File: src/rtl/onehot_step_sequencer_if.sv
// Control-side bundle between the multiplier control FSM (master) and the step sequencer (slave).
// Carries launch/stall/abort/loop controls in and the registered step decode out.
interface onehot_step_sequencer_if #(
    parameter int NUM_STEPS = 13,
    parameter int IDX_W     = 4
);
    logic                 start;
    logic                 stall;
    logic                 abort;
    logic                 loop_en;
    logic [IDX_W-1:0]     last_step;
    logic                 busy;
    logic [IDX_W-1:0]     step_idx;
    logic [NUM_STEPS-1:0] step_onehot;
    logic                 done;
    logic                 cfg_err;

    modport master (
        output start, stall, abort, loop_en, last_step,
        input  busy, step_idx, step_onehot, done, cfg_err
    );

    modport slave (
        input  start, stall, abort, loop_en, last_step,
        output busy, step_idx, step_onehot, done, cfg_err
    );
endinterface

File: src/rtl/onehot_step_sequencer.sv
// Registered step counter with one-hot step-enable decode; step 1 visible one cycle after start.
// Stall holds every output in place; abort returns to idle next cycle without done.
module onehot_step_sequencer #(
    parameter int NUM_STEPS = 13,
    parameter int IDX_W     = 4
) (
    input  logic                   i_clk,
    input  logic                   i_rst,
    onehot_step_sequencer_if.slave io_seq
);
    typedef enum logic {
        ST_IDLE = 1'b0,
        ST_RUN  = 1'b1
    } state_t;

    localparam logic [IDX_W-1:0] LP_MAX_IDX = IDX_W'(NUM_STEPS);
    localparam logic [IDX_W-1:0] LP_ONE     = IDX_W'(1);

    state_t               r_state;
    state_t               w_state_nxt;
    logic [IDX_W-1:0]     r_step_idx;
    logic [IDX_W-1:0]     w_step_idx_nxt;
    logic [IDX_W-1:0]     r_last_q;
    logic [IDX_W-1:0]     w_last_q_nxt;
    logic [NUM_STEPS-1:0] r_step_onehot;
    logic [NUM_STEPS-1:0] w_step_onehot_nxt;
    logic                 r_busy;
    logic                 r_done;
    logic                 w_done_nxt;
    logic                 r_cfg_err;
    logic                 w_cfg_err_nxt;
    logic                 w_last_ok;
    logic                 w_at_last;

    assign w_last_ok = (io_seq.last_step != '0) && (io_seq.last_step <= LP_MAX_IDX);
    assign w_at_last = (r_step_idx == r_last_q);

    always_ff @(posedge i_clk) begin
        if (i_rst) begin
            r_state       <= ST_IDLE;
            r_step_idx    <= '0;
            r_last_q      <= '0;
            r_step_onehot <= '0;
            r_busy        <= 1'b0;
            r_done        <= 1'b0;
            r_cfg_err     <= 1'b0;
        end else begin
            r_state       <= w_state_nxt;
            r_step_idx    <= w_step_idx_nxt;
            r_last_q      <= w_last_q_nxt;
            r_step_onehot <= w_step_onehot_nxt;
            r_busy        <= (w_state_nxt == ST_RUN);
            r_done        <= w_done_nxt;
            r_cfg_err     <= w_cfg_err_nxt;
        end
    end

    // Abort outranks stall and start in both states.
    always_comb begin
        w_state_nxt    = r_state;
        w_step_idx_nxt = r_step_idx;
        w_last_q_nxt   = r_last_q;
        w_done_nxt     = 1'b0;
        w_cfg_err_nxt  = 1'b0;
        case (r_state)
            ST_IDLE: begin
                if (!io_seq.abort && io_seq.start) begin
                    if (w_last_ok) begin
                        w_state_nxt    = ST_RUN;
                        w_last_q_nxt   = io_seq.last_step;
                        w_step_idx_nxt = LP_ONE;
                    end else begin
                        w_cfg_err_nxt  = 1'b1;
                    end
                end
            end
            ST_RUN: begin
                if (io_seq.abort) begin
                    w_state_nxt    = ST_IDLE;
                    w_step_idx_nxt = '0;
                end else if (!io_seq.stall) begin
                    if (!w_at_last) begin
                        w_step_idx_nxt = r_step_idx + LP_ONE;
                    end else begin
                        w_done_nxt = 1'b1;
                        if (io_seq.loop_en) begin
                            w_step_idx_nxt = LP_ONE;
                        end else begin
                            w_state_nxt    = ST_IDLE;
                            w_step_idx_nxt = '0;
                        end
                    end
                end
            end
            default: begin
                w_state_nxt    = ST_IDLE;
                w_step_idx_nxt = '0;
            end
        endcase
    end

    // Decode the next index so the registered one-hot always matches step_idx.
    always_comb begin
        w_step_onehot_nxt = '0;
        for (int k = 1; k <= NUM_STEPS; k++) begin
            if (w_step_idx_nxt == IDX_W'(k)) begin
                w_step_onehot_nxt[k-1] = 1'b1;
            end
        end
    end

    assign io_seq.busy        = r_busy;
    assign io_seq.step_idx    = r_step_idx;
    assign io_seq.step_onehot = r_step_onehot;
    assign io_seq.done        = r_done;
    assign io_seq.cfg_err     = r_cfg_err;
endmodule

File: src/flat_wrapper.sv
// flat-port wrapper written by rule: the top's interface ports become plain ports
module onehot_step_sequencer_flat 
#(
    parameter int NUM_STEPS = 13,
    parameter int IDX_W     = 4
)
  (i_clk, i_rst, io_seq_start, io_seq_stall, io_seq_abort, io_seq_loop_en, io_seq_last_step, io_seq_busy, io_seq_step_idx, io_seq_step_onehot, io_seq_done, io_seq_cfg_err);
  onehot_step_sequencer_if #(.NUM_STEPS(NUM_STEPS), .IDX_W(IDX_W)) io_seq_i ();
  input  logic i_clk;
  input  logic i_rst;
  input wire logic [$bits(io_seq_i.start)-1:0] io_seq_start;
  input wire logic [$bits(io_seq_i.stall)-1:0] io_seq_stall;
  input wire logic [$bits(io_seq_i.abort)-1:0] io_seq_abort;
  input wire logic [$bits(io_seq_i.loop_en)-1:0] io_seq_loop_en;
  input wire logic [$bits(io_seq_i.last_step)-1:0] io_seq_last_step;
  output wire logic [$bits(io_seq_i.busy)-1:0] io_seq_busy;
  output wire logic [$bits(io_seq_i.step_idx)-1:0] io_seq_step_idx;
  output wire logic [$bits(io_seq_i.step_onehot)-1:0] io_seq_step_onehot;
  output wire logic [$bits(io_seq_i.done)-1:0] io_seq_done;
  output wire logic [$bits(io_seq_i.cfg_err)-1:0] io_seq_cfg_err;
  assign io_seq_i.start = io_seq_start;
  assign io_seq_i.stall = io_seq_stall;
  assign io_seq_i.abort = io_seq_abort;
  assign io_seq_i.loop_en = io_seq_loop_en;
  assign io_seq_i.last_step = io_seq_last_step;
  assign io_seq_busy = io_seq_i.busy;
  assign io_seq_step_idx = io_seq_i.step_idx;
  assign io_seq_step_onehot = io_seq_i.step_onehot;
  assign io_seq_done = io_seq_i.done;
  assign io_seq_cfg_err = io_seq_i.cfg_err;
  onehot_step_sequencer #(.NUM_STEPS(NUM_STEPS), .IDX_W(IDX_W)) u_core (.i_clk(i_clk), .i_rst(i_rst), .io_seq(io_seq_i));
endmodule
File: config.mk
export PLATFORM = sky130hd
export DESIGN_NAME = onehot_step_sequencer_flat
export DESIGN_NICKNAME = d
export VERILOG_FILES = /design/src/rtl/onehot_step_sequencer_if.sv /design/src/rtl/onehot_step_sequencer.sv /design/src/flat_wrapper.sv
export SDC_FILE = /design/constraint.sdc
export NUM_CORES = 1
export LEC_CHECK = 0
export ABC_AREA = 1
export CORE_ASPECT_RATIO = 1.2
export CORE_UTILIZATION = 42
export DETAILED_ROUTE_END_ITERATION = 6
export PLACE_DENSITY = 0.8
export SETUP_SLACK_MARGIN = 0.02
export SYNTH_ARGS = -nofsm -noshare
export SYNTH_HDL_FRONTEND = slang
export SYNTH_SLANG_ARGS = --single-unit
File: constraint.sdc
create_clock -name i_clk -period 1.2 [get_ports i_clk]
set_input_delay 0.18 -clock i_clk [delete_from_list [all_inputs] [get_ports i_clk]]
set_output_delay 0.18 -clock i_clk [all_outputs]
set_load 0.005 [all_outputs]
==> impl_metrics.py, run 1 <==
metrics = {
    "floorplan": {
        "pin_count": 30,
        "die_w_um": 49.0,
        "die-area_um2": 2860,
        "start_util_pct": 44.0,
        "core.rowCount": 20,
        "coreArea_um2": 2530,
        "die_h_um": 58.3,
    },
    "cts": {
        "path_clk_slew_ns": 0.14,
        "cts.sinks": 24,
        "cts_buffers": 3,
        "clockBufferDepth": 2,
        "htree_levels": 1,
        "clk-insertion-delay-late_ns": 0.33,
        "postCtsHoldBufs": 0,
        "cts_tree": "built",
        "cts_root_buf": "clkbuf_4",
    },
    "final_layout": {
        "drive_gt1_share_pct": 47.8,
        "num_antenna_cells": 0,
        "syn_to_final_growth_pct": 61.5,
        "fin_nets": 215,
        "fin_area_um2": 1790,
    },
    "pwr": {
        "peakVddDrop_mv": 0.602,
        "powerDensity_nw_per_um2": 932,
        "p_leak_uw": 0.000877,
        "fin_total_pwr_uw": 1670,
    },
    "worst_hold_path": {
        "worstHoldPathType": "primary input to register",
    },
    "yosys": {
        "synth.top_cells.by_area": "dfxtp_1 43%, nand2_1 10%, nor2_1 8.1%",
        "async_flop_share_pct": 0,
        "synth-edff-count": 0,
        "yosysWarnings": 0,
        "netlist.area_leader.share_pct": 43.2,
        "synth.distinct_cells": 22,
        "synth_area_leader_cell": "dfxtp_1",
        "synth_nets": 152,
        "syn_area_um2": 1110,
        "ys_seq_elements": 24,
        "ys_seq_area_share_pct": 43.2,
        "ys.flop_type": "dfxtp_1",
        "syn_inst": 141,
        "avgSynthCellArea_um2": 7.88,
    },
    "sta": {
        "hold_viol_final": 0,
        "period_minus_slack_ns": 1.41,
        "clock_skew_ns": 0.00492,
        "worst_slack_ns": -0.214,
        "slew_headroom_pct": 78.0,
        "tightest_slew_ns": 0.321,
        "fin_crit_sh_pct": 118,
        "setup_violations": 18,
        "fmax_mhz": 707,
        "slew_violations": 0,
        "rsz0062_at_grt": "yes",
        "setup_tns_ns": -3.26,
    },
    "setup_path": {
        "worstPathArrival_ns": 1.69,
        "worstSetupPathType": "register to register",
        "path_max_fanout": 7,
        "required_ns": 1.47,
        "endpoint_kind": "register",
        "start_kind": "register",
    },
    "detailed_routing": {
        "wl_per_cell_um": 11.8,
        "dr.first_iter.drc_count": 18,
        "ant_nets": 0,
        "vias": 1125,
        "routed_wl_mm": 2.79,
        "drc": 0,
        "first_pass_iters": 4,
        "vias_per_cell": 4.77,
    },
    "global_route": {
        "grt_antenna_before_repair": 0,
        "grt_usage_pct": 20.7,
        "gr-total-overflow": 0,
        "grt_pass1_vias": 1138,
        "grt_pass1_wl_mm": 4.51,
        "grt_max_degree": 15,
    },
    "status": {
        "violations": "setup timing",
        "outcome": "complete, but fails checks",
    },
    "job": {
        "maxCapViolations": 0,
    },
    "placed_design": {
        "hpwl_mm": 2.04,
        "placed_area_um2": 1630,
        "dp_slack_ns": -0.531,
        "globalplace.congestion": 0.814,
        "io_buffers": 29,
    },
}
==> through the flow <==
step / hold slack (ns) / std cells / util (%)
2_1_floorplan: 0.336 / 141 / -
3_3_place_gp: 0.542 / 226 / 64.6
3_5_place_dp: 0.546 / 226 / 64.6
4_1_cts: 0.457 / 235 / 68.1
5_1_grt: 0.258 / 236 / 71.0
6_report: 0.229 / 236 / 71.0
==> kinds of logic (layout without fill, tap and decap cells) <==
group                      after synthesis  after routing  synth area share, %
adders and majority gates                1              1                 1.13
buffers and inverters                   19             81                 6.42
DFF                                     24             24                 43.2
AOI/OAI and AO/OA                       18             18                 12.0
and+or+nand+nor                         79             79                 37.2
==> area by class of cell <==
cell class | count | area, um2
Multi-Input combinational cell | 98 | 649
Tap cell | 33 | 41.3
Inverter | 18 | 70.1
Fill cell | 199 | 733
Clock buffer | 4 | 47.5
Sequential cell | 24 | 497
Timing Repair Buffer | 59 | 489
==> path summary, 6_finish.rpt <==
check	start	to	slack, ns	cells after the start
setup / recovery	u_core.io_seq.step_idx[3]	u_core.io_seq.step_onehot[1]	-0.21	8
hold / removal	io_seq_last_step[3]	u_core.r_last_q[3]	0.23	3
setup reg to reg	u_core.io_seq.step_idx[3]	u_core.io_seq.step_onehot[1]	-0.21	8
hold reg to reg	u_core.r_last_q[3]	u_core.r_last_q[3]	0.57	3
==> worst max-delay path: stages (launching register included) <==
cell and delay, ns:
dfxtp_2 0.38, inv_2 0.04, nand2_1 0.06, nand2_2 0.06, nor2_4 0.17, nand3_4 0.18, a21oi_4 0.25, nand3_2 0.12
nor2_1 0.11
==> synthesized netlist by cell type (all sizes together), types with 2 or more instances <==
cell,n
a21oi,8
dfxtp,24
inv,18
nand2,34
nand3,12
nor2,30
nor3,2
o21ai,8
==> flip-flops by register name (all words and copies together), names as in the netlist <==
| signal | cells |
|---|---|
| u_core.io_seq.cfg_err | 1 |
| u_core.io_seq.done | 1 |
| u_core.io_seq.step_idx | 4 |
| u_core.io_seq.step_onehot | 13 |
| u_core.r_last_q | 4 |
| u_core.r_state | 1 |
==> layout by cell type, fill, tap and decap left out, drive strengths merged <==
| cell type | count |
|---|---|
| nand3 | 12 |
| a21boi | 1 |
| nor2 | 30 |
| dfxtp | 24 |
| clkdlybuf4s50 | 8 |
| inv | 18 |
| nor3 | 2 |
| a2111oi | 1 |
| nand2 | 34 |
| nand3b | 1 |
| dlymetal6s2s | 2 |
| o21ai | 8 |
| dlygate4sd2 | 15 |
| a21oi | 8 |
| clkbuf | 5 |
| ha | 1 |
| buf | 33 |
==> power breakdown <==
group / leakage (uW) / switching [uW] / internal, uW / total [uW]
Clock: 0.0000261 / 261 / 255 / 516
Sequential: 0.000199 / 14.6 / 816 / 831
Combinational: 0.000652 / 176 / 150 / 325
==> timing repair <==
action,CTS,global route
endpoints found under the setup margin,42,26
pin swaps,14,7
resized for setup,47,22
setup buffers,5,1
==> per-layer routing <==
layer / track usage (%) / wire length, um / part of all wire [%]
met1: 18.9 / 1030 / 37
met2: 42.7 / 1570 / 56
met3: 2.84 / 108 / 3.9
met4: 12.6 / 89 / 3.2
met5: 0 / 0 / 0
Power figures use the tool's default switching activity.
==> run 2, diff against run 1 <==
- CORE_UTILIZATION: 42 -> 35
- PLACE_DENSITY: 0.8 -> 0.69
==> run 2 against run 1 <==
The run still ends with setup timing left. Fmax fell by 2.1%. Critical path depth fell by 1. Utilization fell by 10 points. Cell area rose by 2.4%. Critical path type is now primary input to register. Critical endpoint is now u_core.io_seq.step_onehot[8].
==> impl_metrics.py, run 2 (synthesis results as in run 1) <==
metrics = {
    "sta": {
        "whs_ns": 0.375,
        "rsz0062_at_grt": "yes",
        "fmax_mhz": 692,
        "clock_skew_ns": 0.00657,
        "tightest_slew_ns": 0.324,
        "setup_violations": 17,
        "period_minus_slack_ns": 1.45,
        "hold_viol_final": 0,
        "setup_tns_ns": -3.50,
        "fin_crit_sh_pct": 120,
        "slew_violations": 0,
        "worst_slack_ns": -0.245,
        "slew_headroom_pct": 77.9,
    },
    "placed_design": {
        "globalplace.congestion": 0.860,
        "io_buffers": 29,
        "hpwl_mm": 2.19,
    },
    "global_route": {
        "gr-total-overflow": 0,
        "grt_max_degree": 14,
        "grt_pass1_wl_mm": 4.75,
        "grt_antenna_before_repair": 0,
        "grt_pass1_vias": 1135,
        "grt_usage_pct": 18.4,
    },
    "detailed_routing": {
        "wl_per_cell_um": 11.8,
        "ant_nets": 0,
        "routed_wl_mm": 2.88,
        "first_pass_iters": 6,
        "drc": 0,
        "vias": 1135,
        "dr.first_iter.drc_count": 27,
        "vias_per_cell": 4.67,
    },
    "cts": {
        "clk-insertion-delay-late_ns": 0.30,
        "cts_root_buf": "clkbuf_4",
        "clockBufferDepth": 2,
        "cts_tree": "built",
        "htree_levels": 1,
        "path_clk_slew_ns": 0.12,
        "postCtsHoldBufs": 0,
        "cts_buffers": 3,
        "cts.sinks": 24,
    },
    "floorplan": {
        "start_util_pct": 36.7,
        "die-area_um2": 3400,
        "pin_count": 30,
        "core.rowCount": 22,
        "die_w_um": 53.4,
        "coreArea_um2": 3030,
        "die_h_um": 63.7,
    },
    "pwr": {
        "swShare_pct": 27.6,
        "p_int_uw": 1110,
        "peakVddDrop_mv": 0.489,
        "p_leak_uw": 0.000877,
        "fin_total_pwr_uw": 1530,
        "combPwrFrac_pct": 22.6,
        "powerDensity_nw_per_um2": 834,
        "switching_power_uw": 424,
        "seqPwrFrac_pct": 54.1,
        "clkPwrFrac_pct": 23.3,
    },
    "setup_path": {
        "worstSetupPathType": "primary input to register",
        "worstPathArrival_ns": 1.69,
        "start_kind": "primary input",
        "required_ns": 1.45,
        "crit_path_start": "io_seq_stall",
        "endpoint_kind": "register",
        "path_max_fanout": 4,
        "r2r-start": "u_core.io_seq.step_idx[1]",
    },
    "worst_hold_path": {
        "worstHoldPathType": "primary input to register",
        "hold_start": "io_seq_last_step[2]",
    },
    "job": {
        "maxCapViolations": 0,
    },
    "final_layout": {
        "final_cell_mix": "30 x buf_4, 20 x nand2_1, 19 x dlygate4sd2_1",
        "syn_to_final_growth_pct": 65.3,
        "final_util_pct": 60.7,
        "drive_gt1_share_pct": 49.8,
        "fin_nets": 219,
        "layout_commonest_cell": "buf_4",
        "largest_reg_flops": 13,
        "num_antenna_cells": 0,
    },
    "status": {
        "outcome": "complete, but fails checks",
        "violations": "setup timing",
    },
}
run 2: timing repair:
item / 4_1_cts / 5_1_grt
pin swaps: 18 / 12
setup buffers: 7 / 1
resized for setup: 55 / 23
setup endpoints to repair: 42 / 28
run 2: per-layer routing:
| metal | GRT usage [%] | vias to the layer above | wire length, um |
|---|---|---|---|
| li1 | - | 578 | - |
| met1 | 19.1 | 515 | 1090 |
| met2 | 36.6 | 36 | 1600 |
| met3 | 2.66 | 6 | 112 |
| met4 | 3.62 | 0 | 85 |
| met5 | 0 | - | 0 |
run 2: critical path, cell delays in order:
cell             delay, ns
clkdlybuf4s50_1       0.52
buf_4                 0.20
nor3_2                0.25
nor2_4                0.08
a21oi_4               0.20
nand3_2               0.13
nor2_1                0.12
run 2: final timing paths:
| path | slack, ns | depth (start not counted) | endpoint |
|---|---|---|---|
| worst max-delay path | -0.25 | 7 | u_core.io_seq.step_onehot[8] |
| worst min-delay path | 0.38 | 3 | u_core.r_last_q[2] |
| worst max register to register | -0.25 | 9 | u_core.io_seq.step_onehot[6] |
| worst min register to register | 0.57 | 3 | u_core.r_last_q[3] |
run 2: metrics by stage:
step	instances	instance area, um2	setup slack, ns
after CTS	243	1790	-0.213
after global placement	233	1670	-0.518
after detailed placement	233	1670	-0.542
after floorplan	141	1120	-0.0565
after global routing	243	1840	-0.336
final	243	1840	-0.245
run 2: area by class of cell:
type	instances	area (um2)
clock buffer	4	26.3
fill	271	1190
inverter	18	70.1
multi-input combinational	98	673
sequential	24	499
tap	36	45.0
timing repair buffer	63	523
run 2: power groups by stage:
stage / Clock (uW) / Sequential (uW) / Combinational [uW]
after floorplan: 0 / 846 / 147
after global placement: 0 / 845 / 290
after detailed placement: 0 / 846 / 297
after CTS: 374 / 828 / 321
after global routing: 410 / 832 / 374
final: 358 / 829 / 346
==> run 3, diff against run 2 <==
- CELL_PAD_IN_SITES_DETAIL_PLACEMENT: default -> 0
- CELL_PAD_IN_SITES_GLOBAL_PLACEMENT: default -> 1
- CORE_UTILIZATION: 35 -> 30
- PLACE_DENSITY: 0.69 -> 0.79
==> run 3 against run 2 <==
The flow finishes with violations (DRC, setup timing). Via count decreased by 2.2%. Fmax fell by 0.38%. Critical path depth increased by 1. Cell area grew 3.4%. Die area increased by 16%. First-iteration DRC count decreased by 11%. Critical endpoint is now u_core.io_seq.step_onehot[7]. Highest routed layer unchanged.
==> impl_metrics.py, run 3 (synthesis results as in run 1) <==
metrics = {
    "final_layout": {
        "layout_commonest_cell": "buf_4",
        "drive_gt1_share_pct": 51.5,
        "num_antenna_cells": 0,
        "multi_input_area_um2": 704,
        "syn_to_final_growth_pct": 70.9,
        "largest_reg_flops": 13,
        "fillCellCount": 322,
        "fin_nets": 218,
        "regArea_um2": 498,
        "final_cell_mix": "31 x buf_4, 17 x nand2_1, 17 x dlygate4sd2_1",
    },
    "floorplan": {
        "start_util_pct": 32.4,
        "pin_count": 30,
        "die-area_um2": 3950,
        "die_w_um": 57.6,
        "die_h_um": 68.7,
        "coreArea_um2": 3420,
        "core.rowCount": 23,
    },
    "detailed_routing": {
        "routed_wl_mm": 2.97,
        "ant_nets": 0,
        "first_pass_iters": 6,
        "wirelength_met1_mm": 1.26,
        "drc": 2,
        "wl_per_cell_um": 12.2,
        "routed.top_layer": "met4",
        "vias": 1110,
        "dr.first_iter.drc_count": 24,
        "dr_wl_met2_mm": 1.59,
        "vias_per_cell": 4.57,
        "wl_met3_um": 74,
    },
    "placed_design": {
        "globalplace.congestion": 0.849,
        "dp_slack_ns": -0.578,
        "io_buffers": 29,
        "hpwl_mm": 2.16,
    },
    "setup_path": {
        "r2r-start": "u_core.r_last_q[3]",
        "start_kind": "register",
        "path_max_fanout": 7,
        "endpoint_kind": "register",
        "worstPathArrival_ns": 1.66,
        "required_ns": 1.40,
        "worstSetupPathType": "register to register",
        "rrSetupSlack_ns": -0.25,
        "crit_path_start": "u_core.r_last_q[3]",
    },
    "sta": {
        "rsz0062_at_grt": "yes",
        "slew_headroom_pct": 73.0,
        "tightest_slew_ns": 0.404,
        "worst_slack_ns": -0.251,
        "period_minus_slack_ns": 1.45,
        "setup_tns_ns": -3.60,
        "slew_violations": 0,
        "clock_skew_ns": 0.0104,
        "hold_viol_final": 0,
        "fmax_mhz": 689,
        "setup_violations": 18,
        "fin_crit_sh_pct": 121,
    },
    "global_route": {
        "grt_max_degree": 15,
        "grt_pass1_vias": 1116,
        "grt_usage_pct": 15.7,
        "grt_antenna_before_repair": 0,
        "grt_pass1_wl_mm": 4.66,
        "gr-total-overflow": 0,
    },
    "cts": {
        "clk-insertion-delay-late_ns": 0.27,
        "clockBufferDepth": 2,
        "path_clk_slew_ns": 0.09,
        "htree_levels": 1,
        "cts_tree": "built",
        "cts_root_buf": "clkbuf_8",
        "cts_buffers": 3,
        "cts.sinks": 24,
    },
    "worst_hold_path": {
        "hold_start": "io_seq_last_step[3]",
        "worstHoldPathType": "primary input to register",
    },
    "job": {
        "maxCapViolations": 0,
    },
    "status": {
        "violations": "DRC, setup timing",
        "outcome": "complete, but fails checks",
    },
    "pwr": {
        "p_leak_uw": 0.000901,
        "peakVddDrop_mv": 0.651,
        "powerDensity_nw_per_um2": 953,
    },
}
==> run 3: worst max-delay path, cell delays in order (launching register included) <==
cell     delay [ns]
dfxtp_2        0.36
inv_2          0.05
nand2_2        0.05
nand2_2        0.06
nor2_4         0.18
nand3_4        0.18
a21oi_4        0.25
nand3_4        0.12
nor2_1         0.12
==> run 3: timing repair <==
item	in CTS	in global routing
resized for setup	46	36
hold buffers	0	0
hold endpoints to repair	0	0
endpoints found under the setup margin	43	26
buffers inserted	4	4
gates cloned	0	0
pin swaps	10	16
==> run 3: power by group <==
group	switching, uW	leakage (uW)	internal [uW]
combinational	182	0.000668	162
sequential	15.8	0.000199	813
clock	274	0.0000339	363
total	472	0.000901	1340
==> run 3: metal layers <==
metal  up-vias  global-route usage, %
met5         -                      0
met2        15                   29.8
met1       519                   17.5
met3         5                   1.68
met4         0                   7.32
li1        571                      -
==> run 3: worst paths after layout <==
check	endpoint	cells after the start
worst max-delay path	u_core.io_seq.step_onehot[7]	8
worst min register to register	u_core.r_last_q[2]	3
worst min-delay path	u_core.r_last_q[3]	3
worst max register to register	u_core.io_seq.step_onehot[7]	8
==> run 3: stage by stage <==
stage / hold slack, ns / cell area [um2] / cells / utilization [%] / power (uW)
2_1_floorplan: 0.336 / 1120 / 141 / - / 993
3_3_place_gp: 0.550 / 1650 / 232 / 48.2 / 1130
3_5_place_dp: 0.553 / 1650 / 232 / 48.2 / 1140
4_1_cts: 0.387 / 1770 / 240 / 51.8 / 1780
5_1_grt: 0.297 / 1900 / 243 / 55.5 / 1890
6_report: 0.261 / 1900 / 243 / 55.5 / 1810
==> run 3: cell type report <==
class | instances | share of cell area (%)
clock buffer | 4 | 3.49
inverter | 18 | 3.69
multi-input combinational | 98 | 37.1
sequential | 24 | 26.2
tap | 37 | 2.44
timing repair buffer | 62 | 27.1
